## src/rtl/ctrl_pkg.sv

```systemverilog
// Shared constants for the multi-cycle main control FSM.
// Holds state encodings, opcodes, mux/ALU encodings and the decoded control vector.
// Pure declarations; no timing or flow-control behaviour of its own.
package ctrl_pkg;

  // FSM state encodings (4-bit, visible on the debug port)
  localparam logic [3:0] S_FETCH     = 4'd0;
  localparam logic [3:0] S_DECODE    = 4'd1;
  localparam logic [3:0] S_MEM_ADDR  = 4'd2;
  localparam logic [3:0] S_MEM_READ  = 4'd3;
  localparam logic [3:0] S_MEM_WB    = 4'd4;
  localparam logic [3:0] S_MEM_WRITE = 4'd5;
  localparam logic [3:0] S_EXEC      = 4'd6;
  localparam logic [3:0] S_R_WB      = 4'd7;
  localparam logic [3:0] S_ADDI_EXEC = 4'd8;
  localparam logic [3:0] S_ADDI_WB   = 4'd9;
  localparam logic [3:0] S_BRANCH    = 4'd10;
  localparam logic [3:0] S_JUMP      = 4'd11;
  localparam logic [3:0] S_ILLEGAL   = 4'd12;

  // Opcode field values (IR[31:26])
  localparam logic [5:0] OP_R    = 6'h00;
  localparam logic [5:0] OP_J    = 6'h02;
  localparam logic [5:0] OP_BEQ  = 6'h04;
  localparam logic [5:0] OP_ADDI = 6'h08;
  localparam logic [5:0] OP_LB   = 6'h20;
  localparam logic [5:0] OP_LW   = 6'h23;
  localparam logic [5:0] OP_SB   = 6'h28;
  localparam logic [5:0] OP_SW   = 6'h2B;

  // ALU operation class
  localparam logic [1:0] ALU_ADD   = 2'b00;
  localparam logic [1:0] ALU_SUB   = 2'b01;
  localparam logic [1:0] ALU_FUNCT = 2'b10;

  // ALU B operand select
  localparam logic [1:0] ALUB_REG    = 2'b00;
  localparam logic [1:0] ALUB_FOUR   = 2'b01;
  localparam logic [1:0] ALUB_IMM    = 2'b10;
  localparam logic [1:0] ALUB_BRANCH = 2'b11;

  // PC source select
  localparam logic [1:0] PCSRC_ALU    = 2'b00;
  localparam logic [1:0] PCSRC_ALUOUT = 2'b01;
  localparam logic [1:0] PCSRC_JUMP   = 2'b10;

  // Decoded datapath controls for one cycle
  typedef struct packed {
    logic       pc_write;
    logic       pc_write_cond;
    logic       ir_write;
    logic       mem_read;
    logic       mem_write;
    logic       reg_write;
    logic       byte_ops;
    logic       reg_dst;
    logic       mem_to_reg;
    logic       alu_src_a;
    logic [1:0] alu_src_b;
    logic [1:0] alu_op;
    logic [1:0] pc_source;
  } ctrl_out_t;

endpackage

```

## src/rtl/ctrl_decode.sv

```systemverilog
// Next-state and control-vector decode for the multi-cycle control FSM.
// Latency: purely combinational, zero cycles.
// Backpressure: memReady stalls FETCH, MEM_READ and MEM_WRITE; ignored elsewhere.
module ctrl_decode
  import ctrl_pkg::*;
#(
  parameter int OPW = 6
) (
  input  logic [3:0]     state,
  input  logic [OPW-1:0] opcode,
  input  logic           memReady,
  output logic [3:0]     next_state,
  output ctrl_out_t      ctrl
);

  logic is_lb;
  logic is_lw;
  logic is_sb;
  logic is_sw;

  assign is_lb = (opcode == OP_LB);
  assign is_lw = (opcode == OP_LW);
  assign is_sb = (opcode == OP_SB);
  assign is_sw = (opcode == OP_SW);

  // Map (state, opcode, memReady) to next state and this cycle's controls
  always_comb begin
    next_state = state;
    ctrl       = '0;
    case (state)
      S_FETCH: begin
        ctrl.mem_read  = 1'b1;
        ctrl.alu_src_b = ALUB_FOUR;
        ctrl.alu_op    = ALU_ADD;
        ctrl.pc_source = PCSRC_ALU;
        if (memReady) begin
          ctrl.ir_write = 1'b1;
          ctrl.pc_write = 1'b1;
          next_state    = S_DECODE;
        end
      end
      S_DECODE: begin
        // Branch target is precomputed here while the opcode is decoded
        ctrl.alu_src_b = ALUB_BRANCH;
        if (is_lb || is_lw || is_sb || is_sw) next_state = S_MEM_ADDR;
        else if (opcode == OP_R)              next_state = S_EXEC;
        else if (opcode == OP_ADDI)           next_state = S_ADDI_EXEC;
        else if (opcode == OP_BEQ)            next_state = S_BRANCH;
        else if (opcode == OP_J)              next_state = S_JUMP;
        else                                  next_state = S_ILLEGAL;
      end
      S_MEM_ADDR: begin
        ctrl.alu_src_a = 1'b1;
        ctrl.alu_src_b = ALUB_IMM;
        if (is_lb || is_lw)      next_state = S_MEM_READ;
        else if (is_sb || is_sw) next_state = S_MEM_WRITE;
        else                     next_state = S_ILLEGAL;
      end
      S_MEM_READ: begin
        ctrl.mem_read = 1'b1;
        ctrl.byte_ops = is_lb;
        if (memReady) next_state = S_MEM_WB;
      end
      S_MEM_WB: begin
        ctrl.reg_write  = 1'b1;
        ctrl.mem_to_reg = 1'b1;
        ctrl.byte_ops   = is_lb;
        next_state      = S_FETCH;
      end
      S_MEM_WRITE: begin
        ctrl.mem_write = 1'b1;
        ctrl.byte_ops  = is_sb;
        if (memReady) next_state = S_FETCH;
      end
      S_EXEC: begin
        ctrl.alu_src_a = 1'b1;
        ctrl.alu_src_b = ALUB_REG;
        ctrl.alu_op    = ALU_FUNCT;
        next_state     = S_R_WB;
      end
      S_R_WB: begin
        ctrl.reg_write = 1'b1;
        ctrl.reg_dst   = 1'b1;
        next_state     = S_FETCH;
      end
      S_ADDI_EXEC: begin
        ctrl.alu_src_a = 1'b1;
        ctrl.alu_src_b = ALUB_IMM;
        ctrl.alu_op    = ALU_ADD;
        next_state     = S_ADDI_WB;
      end
      S_ADDI_WB: begin
        ctrl.reg_write = 1'b1;
        next_state     = S_FETCH;
      end
      S_BRANCH: begin
        ctrl.alu_src_a     = 1'b1;
        ctrl.alu_op        = ALU_SUB;
        ctrl.pc_write_cond = 1'b1;
        ctrl.pc_source     = PCSRC_ALUOUT;
        next_state         = S_FETCH;
      end
      S_JUMP: begin
        ctrl.pc_write  = 1'b1;
        ctrl.pc_source = PCSRC_JUMP;
        next_state     = S_FETCH;
      end
      // ILLEGAL and unused encodings 13-15 all park in ILLEGAL
      default: next_state = S_ILLEGAL;
    endcase
  end

endmodule

```

## src/rtl/multi_cycle_control.sv

```systemverilog
// Multi-cycle MIPS-style main control FSM; optional perf counters via CTRL_PERF_COUNT_EN.
// Latency: J/BEQ 3, R/ADDI/SW/SB 4, LW/LB 5 cycles, plus one per memory-wait cycle.
// Backpressure: holds in FETCH/MEM_READ/MEM_WRITE until memReady; reset forces all outputs to 0.
module multi_cycle_control
  import ctrl_pkg::*;
#(
  parameter int OPW = 6
) (
  input  logic           clk,
  input  logic           reset,
  input  logic [OPW-1:0] opcode,
  input  logic           memReady,
  output logic           pcWrite,
  output logic           pcWriteCond,
  output logic           irWrite,
  output logic           memRead,
  output logic           memWrite,
  output logic           regWrite,
  output logic           byteOperations,
  output logic           regDst,
  output logic           memToReg,
  output logic           aluSrcA,
  output logic [1:0]     aluSrcB,
  output logic [1:0]     aluOp,
  output logic [1:0]     pcSource,
  output logic           illegalOp,
  output logic [3:0]     state
`ifdef CTRL_PERF_COUNT_EN
  ,
  output logic [31:0]    cycleCount,
  output logic [31:0]    instrCount
`endif
);

  logic [3:0] state_q;
  logic [3:0] next_state;
  logic       illegal_q;
  ctrl_out_t  ctrl;
  ctrl_out_t  ctrl_g;

  ctrl_decode #(.OPW(OPW)) u_decode (
    .state      (state_q),
    .opcode     (opcode),
    .memReady   (memReady),
    .next_state (next_state),
    .ctrl       (ctrl)
  );

  // State register and sticky illegal-opcode flag
  always_ff @(posedge clk) begin
    if (reset) begin
      state_q   <= S_FETCH;
      illegal_q <= 1'b0;
    end else begin
      state_q <= next_state;
      if (next_state == S_ILLEGAL) illegal_q <= 1'b1;
    end
  end

  // Reset masks every output so no PC increment or write leaks out during reset
  always_comb begin
    ctrl_g = ctrl;
    if (reset) ctrl_g = '0;
  end

  assign pcWrite        = ctrl_g.pc_write;
  assign pcWriteCond    = ctrl_g.pc_write_cond;
  assign irWrite        = ctrl_g.ir_write;
  assign memRead        = ctrl_g.mem_read;
  assign memWrite       = ctrl_g.mem_write;
  assign regWrite       = ctrl_g.reg_write;
  assign byteOperations = ctrl_g.byte_ops;
  assign regDst         = ctrl_g.reg_dst;
  assign memToReg       = ctrl_g.mem_to_reg;
  assign aluSrcA        = ctrl_g.alu_src_a;
  assign aluSrcB        = ctrl_g.alu_src_b;
  assign aluOp          = ctrl_g.alu_op;
  assign pcSource       = ctrl_g.pc_source;
  assign illegalOp      = illegal_q & ~reset;
  assign state          = reset ? S_FETCH : state_q;

`ifdef CTRL_PERF_COUNT_EN
  logic [31:0] cycle_q;
  logic [31:0] instr_q;

  // Cycle counter runs outside ILLEGAL; instruction counter ticks on each return to FETCH
  always_ff @(posedge clk) begin
    if (reset) begin
      cycle_q <= 32'd0;
      instr_q <= 32'd0;
    end else begin
      if (state_q < S_ILLEGAL) cycle_q <= cycle_q + 32'd1;
      if ((state_q != S_FETCH) && (next_state == S_FETCH)) instr_q <= instr_q + 32'd1;
    end
  end

  assign cycleCount = reset ? 32'd0 : cycle_q;
  assign instrCount = reset ? 32'd0 : instr_q;
`endif

endmodule
```

## config.mk

```make
export PLATFORM = sky130hd
export DESIGN_NAME = multi_cycle_control
export DESIGN_NICKNAME = d
export VERILOG_FILES = /design/src/rtl/ctrl_pkg.sv /design/src/rtl/ctrl_decode.sv /design/src/rtl/multi_cycle_control.sv
export SDC_FILE = /design/constraint.sdc
export NUM_CORES = 1
export LEC_CHECK = 0
export ABC_AREA = 1
export CORE_ASPECT_RATIO = 0.9
export CORE_MARGIN = 2
export CORE_UTILIZATION = 38
export DETAILED_ROUTE_END_ITERATION = 7
export DONT_BUFFER_PORTS = 1
export GPL_ROUTABILITY_DRIVEN = 0
export SETUP_SLACK_MARGIN = 0.15
export SLEW_MARGIN = 25
export SYNTH_ARGS = -nofsm -noshare
export SYNTH_HDL_FRONTEND = slang
export SYNTH_SLANG_ARGS = --single-unit
```

## constraint.sdc

```tcl
create_clock -name clk -period 1.7 [get_ports clk]
set_clock_uncertainty 0.15 [all_clocks]
set_input_delay 0.425 -clock clk [delete_from_list [all_inputs] [get_ports clk]]
set_output_delay 0.425 -clock clk [all_outputs]
set_load 0.01 [all_outputs]
```

==> flow_metrics.py, run 1 <==
metrics = {
    "synth": {
        "async_flop_share": 0,
        "yosys_warnings": 0,
        "yosysSeqAreaShare": 0.152,
        "synth_edf_count": 0,
        "yosys.area.top_type_share": 0.171,
        "syn_inst": 131,
        "netlist_area_sq_um": 659,
        "synth_commonest_cells": "30 x nand2_1, 28 x nor2_1, 23 x inv_1",
        "synthTopCellsByArea": "nand2_1 17%, nor2_1 16%, dfxtp_1 15%",
        "yosysMostFrequentCell": "nand2_1",
        "synth_seq_cells": 5,
        "yosysTopAreaCell": "nand2_1",
        "avgSynthCellArea_sq_um": 5.03,
        "yosys.cell_types.count": 22,
        "synth_flop_cell": "dfxtp_1",
        "syn_nets": 140,
    },
    "floorplanning": {
        "core-area_sq_um": 1650,
        "die_h_microns": 43.5,
        "rows": 14,
        "die-area_sq_um": 2090,
        "pin_count": 30,
        "die_w_microns": 47.9,
        "initial_core_util": 0.400,
    },
    "sta": {
        "fmax_mhz": 537,
        "slew_viol_final": 0,
        "timing.final.crit_share": 1.10,
        "grt_setup_unrepaired": "true",
        "timing.setup.tns_ns": -0.926,
        "whs_ns": 0.0933,
        "period_needed_ns": 1.86,
        "hold_viol_final": 0,
        "finalSetupViolations": 12,
        "relSlewSlack": 0.752,
        "finalWorstSetupSlack_ns": -0.162,
        "worst_slew_pin_slew_ns": 0.369,
    },
    "global_route": {
        "overflow": 0,
        "antenna_found_initial": 0,
        "grt_pass1_vias": 735,
        "grtUsageTotal": 0.212,
        "grt_max_degree": 17,
        "grt_first_pass_wirelength_microns": 3060,
    },
    "setup_path": {
        "path_max_fanout": 5,
        "critPathCaptureType": "output pin",
        "critPathKind": "register to output pin",
        "startpoint_type": "register",
        "cp.required_ns": 1.12,
        "crit_arrival_ns": 1.29,
    },
    "placement": {
        "preCtsSetupSlack_ns": 0.0144,
        "dp_hpwl_microns": 1470,
        "portBuffers": 0,
        "dpl.cell_count": 156,
        "dpl_cell_area_sq_um": 756,
    },
    "outcome": {
        "status": "finished with violations",
        "violations": "negative setup slack",
    },
    "cts": {
        "cts.clk_slew.worst_paths_ns": 0.04,
        "cts_max_level": 1,
        "root_buffer": "clkbuf_4",
        "clock-sinks": 5,
        "cts_tree": "done",
        "clk_latency_ns": 0.25,
        "clock_path_buffers": 2,
        "cts_made_buffers": 3,
    },
    "route": {
        "via_per_inst": 4.96,
        "route.detailed.drc": 0,
        "drt_iter0_markers": 18,
        "drt-pass1-iter-count": 4,
        "routed_wl_microns": 1940,
        "ant_nets": 0,
        "routedWlPerCell_microns": 11.9,
        "vias": 809,
    },
    "pwr": {
        "peakVddDrop_v": 0.000446,
        "power.leakage_nw": 0.437,
        "total_power_mw": 0.638,
        "powerDensity_nw_per_um2": 682,
    },
    "flow_run": {
        "drv_cap": 0,
    },
    "hold_path": {
        "min_path_type": "input port to register",
    },
    "cells_and_area": {
        "syn_to_final_growth_pct": 41.7,
        "antenna_cells": 0,
        "final_area_sq_um": 935,
        "fin_nets": 149,
        "instances_no_fill": 163,
        "postLayoutCoreUtil": 0.568,
        "drive_above_1_share": 0.388,
    },
}
registers in the layout (all words and copies together), names as in the netlist:
signal / cells
illegal_q: 1
state_q: 4
metal layers:
layer,share of wire,GRT usage,vias up,wire length [microns]
li1,-,-,423,-
met1,0.46,0.263,359,882
met2,0.48,0.339,23,936
met3,0.049,0.0750,4,95
met4,0.011,0.0649,0,21
met5,0,0,-,0
worst max-delay path: stages (launching register included):
cell and delay [ns]:
dfxtp_4 0.36, nor2_2 0.20, nand2_2 0.12, nand2_1 0.07, nand3_1 0.09, a21oi_2 0.19
cells in the final DEF, fill, tap and decap left out:
cell	count
nand2_2	6
a21oi_4	1
clkinv_2	1
dfxtp_1	1
o22ai_2	1
inv_1	19
o31ai_2	1
nand2_4	2
dfxtp_4	4
nand3b_1	1
inv_6	1
buf_4	6
a21oi_1	5
o21a_1	1
a21oi_2	1
nor3_1	3
nor2_4	11
nor2_2	6
nand2_1	22
inv_2	6
nand3_1	12
buf_6	1
o21ai_0	2
nor2_1	16
o21ai_1	1
a31oi_4	1
inv_4	1
clkbuf_1	1
nor4_4	1
clkbuf_4	3
nand4_1	1
power breakdown:
part           internal, mW  switching [mW]
logic                 0.110           0.212
clock network        0.0889          0.0510
registers             0.139          0.0365
area by class of cell:
| cell class | instances | area, sq um |
|---|---|---|
| fillers | 189 | 712 |
| inverters | 28 | 114 |
| multi-input cells | 95 | 593 |
| well taps | 24 | 30.0 |
| flip-flops and latches | 5 | 115 |
| clock buffers | 4 | 26.3 |
| repair buffers | 7 | 56.3 |
kinds of logic (layout without fill, tap and decap cells):
| logic type | Yosys count | in the layout | share of synthesized area |
|---|---|---|---|
| buf+inv | 31 | 39 | 0.184 |
| simple gates | 81 | 81 | 0.546 |
| compound gates | 14 | 14 | 0.118 |
| flops | 5 | 5 | 0.152 |
final timing paths:
| kind | from | endpoint | slack, ns | cells past startpoint |
|---|---|---|---|---|
| max | state_q[0]$_SDFF_PP0_ | byteOperations | -0.16 | 5 |
| min | reset | state_q[2]$_SDFF_PP0_ | 0.09 | 1 |
| max reg2reg | state_q[1]$_SDFF_PP0_ | state_q[0]$_SDFF_PP0_ | 0.16 | 10 |
| min reg2reg | illegal_q$_SDFFE_PP0N_ | illegal_q$_SDFFE_PP0N_ | 0.30 | 2 |
repair_timing:
| action | in CTS | in global routing |
|---|---|---|
| buffers inserted | 2 | 1 |
| hold buffers | 0 | 0 |
| gates resized for setup | 31 | 9 |
| cloned | 0 | 0 |
| pin swaps | 10 | 2 |
| setup endpoints to repair | 17 | 19 |
Note: power is estimated with default switching activity, not from simulation.
==> run 2: changes to the inputs <==
--- a/config.mk
+++ b/config.mk
@@ -6,12 +6,14 @@
 export NUM_CORES = 1
 export LEC_CHECK = 0
 export ABC_AREA = 1
+export ABC_CLOCK_PERIOD_IN_PS = 1700
 export CORE_ASPECT_RATIO = 0.9
 export CORE_MARGIN = 2
 export CORE_UTILIZATION = 38
 export DETAILED_ROUTE_END_ITERATION = 7
 export DONT_BUFFER_PORTS = 1
 export GPL_ROUTABILITY_DRIVEN = 0
+export RECOVER_POWER = 100
 export SETUP_SLACK_MARGIN = 0.15
 export SLEW_MARGIN = 25
 export SYNTH_ARGS = -nofsm -noshare
==> results of run 2 <==
The final DEF is identical to that of run 1; final timing and power are the same.
==> run 3: changes to the inputs <==
--- a/config.mk
+++ b/config.mk
@@ -6,9 +6,8 @@
 export NUM_CORES = 1
 export LEC_CHECK = 0
 export ABC_AREA = 1
-export ABC_CLOCK_PERIOD_IN_PS = 1700
+export ABC_CLOCK_PERIOD_IN_PS = 1650
 export CORE_ASPECT_RATIO = 0.9
-export CORE_MARGIN = 2
 export CORE_UTILIZATION = 38
 export DETAILED_ROUTE_END_ITERATION = 7
 export DONT_BUFFER_PORTS = 1
==> constraint.sdc (replaced) <==
create_clock -name clk -period 1.65 [get_ports clk]
set_clock_uncertainty 0.15 [all_clocks]
set_input_delay 0.4125 -clock clk [delete_from_list [all_inputs] [get_ports clk]]
set_output_delay 0.4125 -clock clk [all_outputs]
set_load 0.01 [all_outputs]
==> flow_metrics.py, run 3 (synthesis gave the netlist of run 1 again) <==
metrics = {
    "placement": {
        "dp_hpwl_microns": 1530,
        "dpl.cell_count": 159,
        "preCtsSetupSlack_ns": 0.0119,
        "portBuffers": 0,
        "dpl_cell_area_sq_um": 820,
    },
    "sta": {
        "worst_slew_pin_slew_ns": 0.309,
        "hold_viol_final": 0,
        "whs_ns": 0.0658,
        "finalWorstSetupSlack_ns": -0.214,
        "timing.final.crit_share": 1.13,
        "slew_viol_final": 0,
        "timing.setup.tns_ns": -1.80,
        "period_needed_ns": 1.86,
        "fmax_mhz": 536,
        "grt_setup_unrepaired": "true",
        "relSlewSlack": 0.793,
        "finalSetupViolations": 16,
    },
    "cts": {
        "clock_path_buffers": 2,
        "clock-sinks": 5,
        "cts_made_buffers": 3,
        "cts_tree": "done",
        "cts_max_level": 1,
        "clk_latency_ns": 0.26,
        "root_buffer": "clkbuf_4",
        "cts.clk_slew.worst_paths_ns": 0.05,
    },
    "route": {
        "route.detailed.drc": 0,
        "via_per_inst": 5.48,
        "drt_iter0_markers": 43,
        "routedWlPerCell_microns": 14.8,
        "drt-pass1-iter-count": 4,
        "vias": 953,
        "ant_nets": 0,
        "routed_wl_microns": 2580,
    },
    "global_route": {
        "overflow": 0,
        "grt_first_pass_wirelength_microns": 3340,
        "grtUsageTotal": 0.231,
        "grt_pass1_vias": 765,
        "antenna_found_initial": 0,
        "grt_max_degree": 17,
    },
    "hold_path": {
        "min_path_type": "input port to register",
    },
    "floorplanning": {
        "pin_count": 30,
        "die_w_microns": 45.9,
        "rows": 13,
        "initial_core_util": 0.431,
        "die_h_microns": 41.5,
        "die-area_sq_um": 1910,
        "core-area_sq_um": 1530,
    },
    "cells_and_area": {
        "postLayoutCoreUtil": 0.749,
        "syn_to_final_growth_pct": 73.6,
        "fin_nets": 162,
        "drive_above_1_share": 0.507,
        "final_area_sq_um": 1140,
        "n_fill_cell": 122,
        "layout_common_cells": "21 x nand2_1, 18 x inv_1, 15 x nor2_4, 13 x nor2_1, 12 x buf_4",
        "largest_reg_flops": 4,
        "antenna_cells": 0,
        "final_common_cell": "nand2_1",
        "reg.largest.list": "state_q (4), illegal_q (1)",
        "instances_no_fill": 174,
        "largest-register": "state_q",
    },
    "setup_path": {
        "critPathCaptureType": "output pin",
        "cp.required_ns": 1.09,
        "startpoint_type": "register",
        "critPathKind": "register to output pin",
        "r2r_setup_slack_ns": 0.10,
        "path_max_fanout": 7,
        "crit_arrival_ns": 1.30,
    },
    "flow_run": {
        "drv_cap": 0,
    },
    "pwr": {
        "powerDensity_nw_per_um2": 704,
        "peakVddDrop_v": 0.000565,
        "total_power_mw": 0.805,
        "power.leakage_nw": 0.545,
    },
    "outcome": {
        "violations": "negative setup slack",
        "status": "finished with violations",
    },
}
[run 3: cell types whose count changed in the layout (fill, tap and decap cells not counted), sizes merged]
cell,change
buf,+13
[run 3: cell type report]
cell class                 count  area [sq um]  share of cell area
clock buffer                   4          26.3              0.0230
inverter                      28           124               0.108
multi-input combinational     95           672               0.587
sequential                     5           115               0.101
tap                           22          27.5              0.0240
timing repair buffer          20           180               0.157
[run 3: critical path, stage by stage, from the launching register on]
cell,delay (ns)
dfxtp_4,0.38
nor2_4,0.20
nand2_1,0.11
nor2_2,0.13
inv_2,0.08
o22ai_4,0.14
[run 3: final timing paths]
kind,startpoint,endpoint,depth (start not counted)
setup / recovery,state_q[3]$_SDFF_PP0_,pcWrite,5
hold / removal,reset,state_q[1]$_SDFF_PP0_,1
setup reg to reg,state_q[2]$_SDFF_PP0_,illegal_q$_SDFFE_PP0N_,10
hold reg to reg,illegal_q$_SDFFE_PP0N_,illegal_q$_SDFFE_PP0N_,2
[run 3: what timing repair did]
action,4_1_cts,5_1_grt
setup endpoints to repair,19,21
buffers inserted,4,7
pin swaps,12,13
resized for setup,38,24
hold buffers,0,0
[run 3: report_power, final]
| group | internal, mW | switching (mW) | leakage, nW | total, mW |
|---|---|---|---|---|
| logic | 0.190 | 0.270 | 0.486 | 0.461 |
| clock network | 0.0922 | 0.0623 | 0.0150 | 0.154 |
| registers | 0.144 | 0.0467 | 0.0437 | 0.190 |
[run 3: per-layer routing]
layer	share of wire	vias up	global-route usage
met3	0.058	8	0.0696
met2	0.52	46	0.372
met1	0.40	452	0.310
met5	0	-	0
li1	-	447	-
met4	0.024	0	0.0176
==> edit 1, RTL diff (settings of run 2) <==
`OPW` is set to 6 in 2 places; all go to 7.
--- a/src/rtl/ctrl_decode.sv
+++ b/src/rtl/ctrl_decode.sv
@@ -4,7 +4,7 @@
 module ctrl_decode
   import ctrl_pkg::*;
 #(
-  parameter int OPW = 6
+  parameter int OPW = 7
 ) (
   input  logic [3:0]     state,
   input  logic [OPW-1:0] opcode,
--- a/src/rtl/multi_cycle_control.sv
+++ b/src/rtl/multi_cycle_control.sv
@@ -4,7 +4,7 @@
 module multi_cycle_control
   import ctrl_pkg::*;
 #(
-  parameter int OPW = 6
+  parameter int OPW = 7
 ) (
   input  logic           clk,
   input  logic           reset,
Ports: changed (resized opcode); port bits go from 30 to 31. The function was not compared with the original's and may differ.
==> edit 1 against run 2 <==
  * The run still ends with negative setup slack left
  * Synthesized area increased by 4.2%
  * Combinational power increased by 7.8%
  * Worst setup slack got worse by 0.032 ns
  * Final cell count increased by 14%
  * Sequential cell count unchanged
  * Power about the same
  * Cell area increased by 18%
  * Wire length increased by 19%
  * Highest routed layer unchanged
==> edit 1: results <==
[outcome]
outcome = finished with violations
violations = negative setup slack

[grt]
grt_pass1_wl_um = 3540
grt_pass1_vias = 832
grt_use_total = 0.211

[placed_design]
placedInstanceArea_sq_um = 882
dp_hpwl_um = 1640
dp_worst_setup_slack_ns = -0.0317

[finish]
layout.nets = 173
fraction_of_final_layout_cells_sized_beyond_drive_strength_1 = 0.426
stdcell_count = 186

[setup_path]
timing.reg2reg.worst_path_depth = 9
reg2reg_slack_ns = 0.22
critical_path.top_delay_family = flip-flops
crit-reg2reg-capture = illegal_q
r2r_start = state_q[2]

[pwr]
power.leakage_nw = 0.542
clk-power_w = 0.000132
pwr-share-comb = 0.544
p_sw_frac = 0.420
internal_power_w = 0.000370
irDropWorstVdd_v = 0.000577

[logic_synthesis]
synth_compound_gate_area_share = 0.0801
synthesis.nets = 143
synth.area.top_cells = sky130_fd_sc_hd__nand2_1, sky130_fd_sc_hd__nor2_1, sky130_fd_sc_hd__dfxtp_1
synth.lib_cells_used.distinct = 25
post_synthesis_cell_count = 133
synthTopCellsByCount = sky130_fd_sc_hd__nand2_1, sky130_fd_sc_hd__nor2_1, sky130_fd_sc_hd__inv_1

[detailed_routing]
vias = 952
drt_first_iter_violations = 30

[timing]
finalHoldWorstSlack_ns = 0.0980
setup-tns-final_ns = -1.55
postLayoutSetupSlackWorst_ns = -0.194
final-setup-viol-count = 14
max_slew.worst_pin.slew_ns = 0.281

[clocking]
tritoncts.num_buffers = 3
==> edit 1: layer usage <==
layer / vias to the layer above / wire length, um / track usage
met3: 4 / 115 / 0.0473
met5: - / 0 / 0
li1: 475 / - / -
met1: 433 / 936 / 0.252
met4: 0 / 25 / 0.0457
met2: 40 / 1220 / 0.392
==> edit 1: worst reg2reg max path: cells and delay by family, from the launching register on <==
kind	cells	cell delay, ns
flops	1	0.33
buf+inv	2	0.25
simple gates	7	0.64
==> edit 1: timing repair <==
action,in CTS,in global routing
buffers inserted,5,4
gates resized for setup,32,10
pin swaps,6,3
setup endpoints to repair,19,20
==> edit 1: cell type report <==
class | count | area, sq um
inverter | 26 | 105
tap | 24 | 30.0
timing repair buffer | 28 | 221
fill | 153 | 577
clock buffer | 4 | 26.3
sequential | 5 | 113
multi-input combinational | 99 | 609
==> edit 2, RTL diff (config.mk and constraints of run 2) <==
Without the edit above. The option `CTRL_PERF_COUNT_EN` is turned on by a define.
--- a/src/rtl/multi_cycle_control.sv
+++ b/src/rtl/multi_cycle_control.sv
@@ -1,6 +1,8 @@
 // Multi-cycle MIPS-style main control FSM; optional perf counters via CTRL_PERF_COUNT_EN.
 // Latency: J/BEQ 3, R/ADDI/SW/SB 4, LW/LB 5 cycles, plus one per memory-wait cycle.
 // Backpressure: holds in FETCH/MEM_READ/MEM_WRITE until memReady; reset forces all outputs to 0.
+`define CTRL_PERF_COUNT_EN
+
 module multi_cycle_control
   import ctrl_pkg::*;
 #(
Function (old outputs only; new: cycleCount and instrCount): kept (equiv_simple and equiv_induct, registers matched by name and starting in step).
==> edit 2 against run 2 <==
  * The flow still finishes with violations (negative setup slack)
  * Sequential power grew to 9.8 times the old value
  * Cell area grew to 9.0 times the old value
  * Worst setup slack lost 0.24 ns
  * Synthesized cell count grew to 6.2 times the old value
  * Synthesized area grew to 7.1 times the old value
  * Wire length grew to 9.4 times the old value
  * Power grew to 9.6 times the old value
  * Sequential cell count grew 64
  * Critical path type unchanged
==> edit 2: results <==
[setup_path]
critical_path.top_delay_family = flip-flops
slowest_delay_ns = 0.38
worst-endpoint-arrival_ns = 1.53
worst-path-max-fanout = 4

[finish]
biggestRegsByFlops = cycle_q (32), instr_q (32), state_q (4)
combined_area_of_the_multi_input_logic_cells_sq_mm = 0.00394
fraction_of_final_layout_cells_sized_beyond_drive_strength_1 = 0.537
fill_cells = 925

[logic_synthesis]
synth_seq_area_share = 0.293
synth.lib_cells_used.distinct = 31
synth-xor-area-share = 0.0409
synthesis.nets = 823
synth_compound_gate_area_share = 0.0908
adder_cell_fraction_of_synth_area = 0.00531

[detailed_routing]
firstDrtPassIters = 6
wire_per_inst_um = 15.9
drt_first_iter_violations = 546
wl_um = 18200

[grt]
use_met1 = 0.358
gr-usage-met2 = 0.382
use_met3 = 0.0737
grt_pass1_vias = 5362
grt_max_degree = 130

[outcome]
violations = negative setup slack
outcome = finished with violations

[timing]
postLayoutSetupSlackWorst_ns = -0.401
final-setup-viol-count = 67

[pwr]
power.leakage_nw = 3.35

[clocking]
clock_latency_ns = 0.34
tritoncts.num_buffers = 9
## edit 2: changes by cell type after synthesis, sizes merged, moves of 22 or more
cell / change
nand2: +159
nor3: +28
nor2: +137
a21oi: +51
dfxtp: +64
nand3: +69
xor2: +22
inv: +94
## edit 2: power by group
part / leakage (nW) / switching (W) / total [W] / internal [W]
Combinational: 2.61 / 0.00120 / 0.00248 / 0.00128
Clock: 0.157 / 0.000749 / 0.00194 / 0.00119
Sequential: 0.590 / 0.0000608 / 0.00172 / 0.00165
Total: 3.35 / 0.00201 / 0.00613 / 0.00412
## edit 2: per-stage QoR
stage	power (W)	setup TNS (ns)	hold slack, ns	instance area (sq um)	worst slack, ns
floorplan	0.00250	-1.04	0.298	4940	-0.0424
global placement	0.00284	-6.31	0.309	5870	-0.193
detailed placement	0.00284	-6.09	0.313	5870	-0.198
CTS	0.00568	-14.22	0.00117	7580	-0.338
global route	0.00633	-22.74	0.0249	8390	-0.457
finish	0.00613	-18.51	0.0973	8390	-0.401
## edit 2: area by class of cell
| type | count | share of cell area |
|---|---|---|
| Sequential cell | 69 | 0.177 |
| Timing Repair Buffer | 182 | 0.226 |
| Inverter | 122 | 0.0668 |
| Clock buffer | 13 | 0.0348 |
| Clock inverter | 3 | 0.00179 |
| Tap cell | 160 | 0.0239 |
| Multi-Input combinational cell | 594 | 0.469 |
## edit 2: path summary, 6_finish.rpt
check	from	endpoint	slack (ns)	cells after the start
worst max register to register	state_q[1]	instr_q[11]	-0.38	12
worst min register to register	instr_q[24]	instr_q[24]	0.34	2
worst max-delay path	state_q[3]	byteOperations	-0.40	6
worst min-delay path	reset	instr_q[28]	0.1	1
## edit 2: cells by family after synthesis
logic type	count (synthesis)
AO/OA/AOI/OAI	83
XOR/XNOR	22
adder cells (fa/ha/maj)	2
buffers and inverters	149
flip-flops	69
AND/OR/NAND/NOR	487
## edit 2: routing by layer
layer  share of wire  wire (um)
met1            0.44       8040
met2            0.46       8310
met3           0.076       1380
met4           0.026        473
met5               0          0
## edit 2: repair_timing
action / 4_1_cts / 5_1_grt
pin swaps: 61 / 87
endpoints found under the hold margin: 1 / 8
hold buffers: 1 / 1
endpoints found under the setup margin: 133 / 138
resized for setup: 309 / 169
setup buffers: 40 / 18
gates cloned: 7 / 2
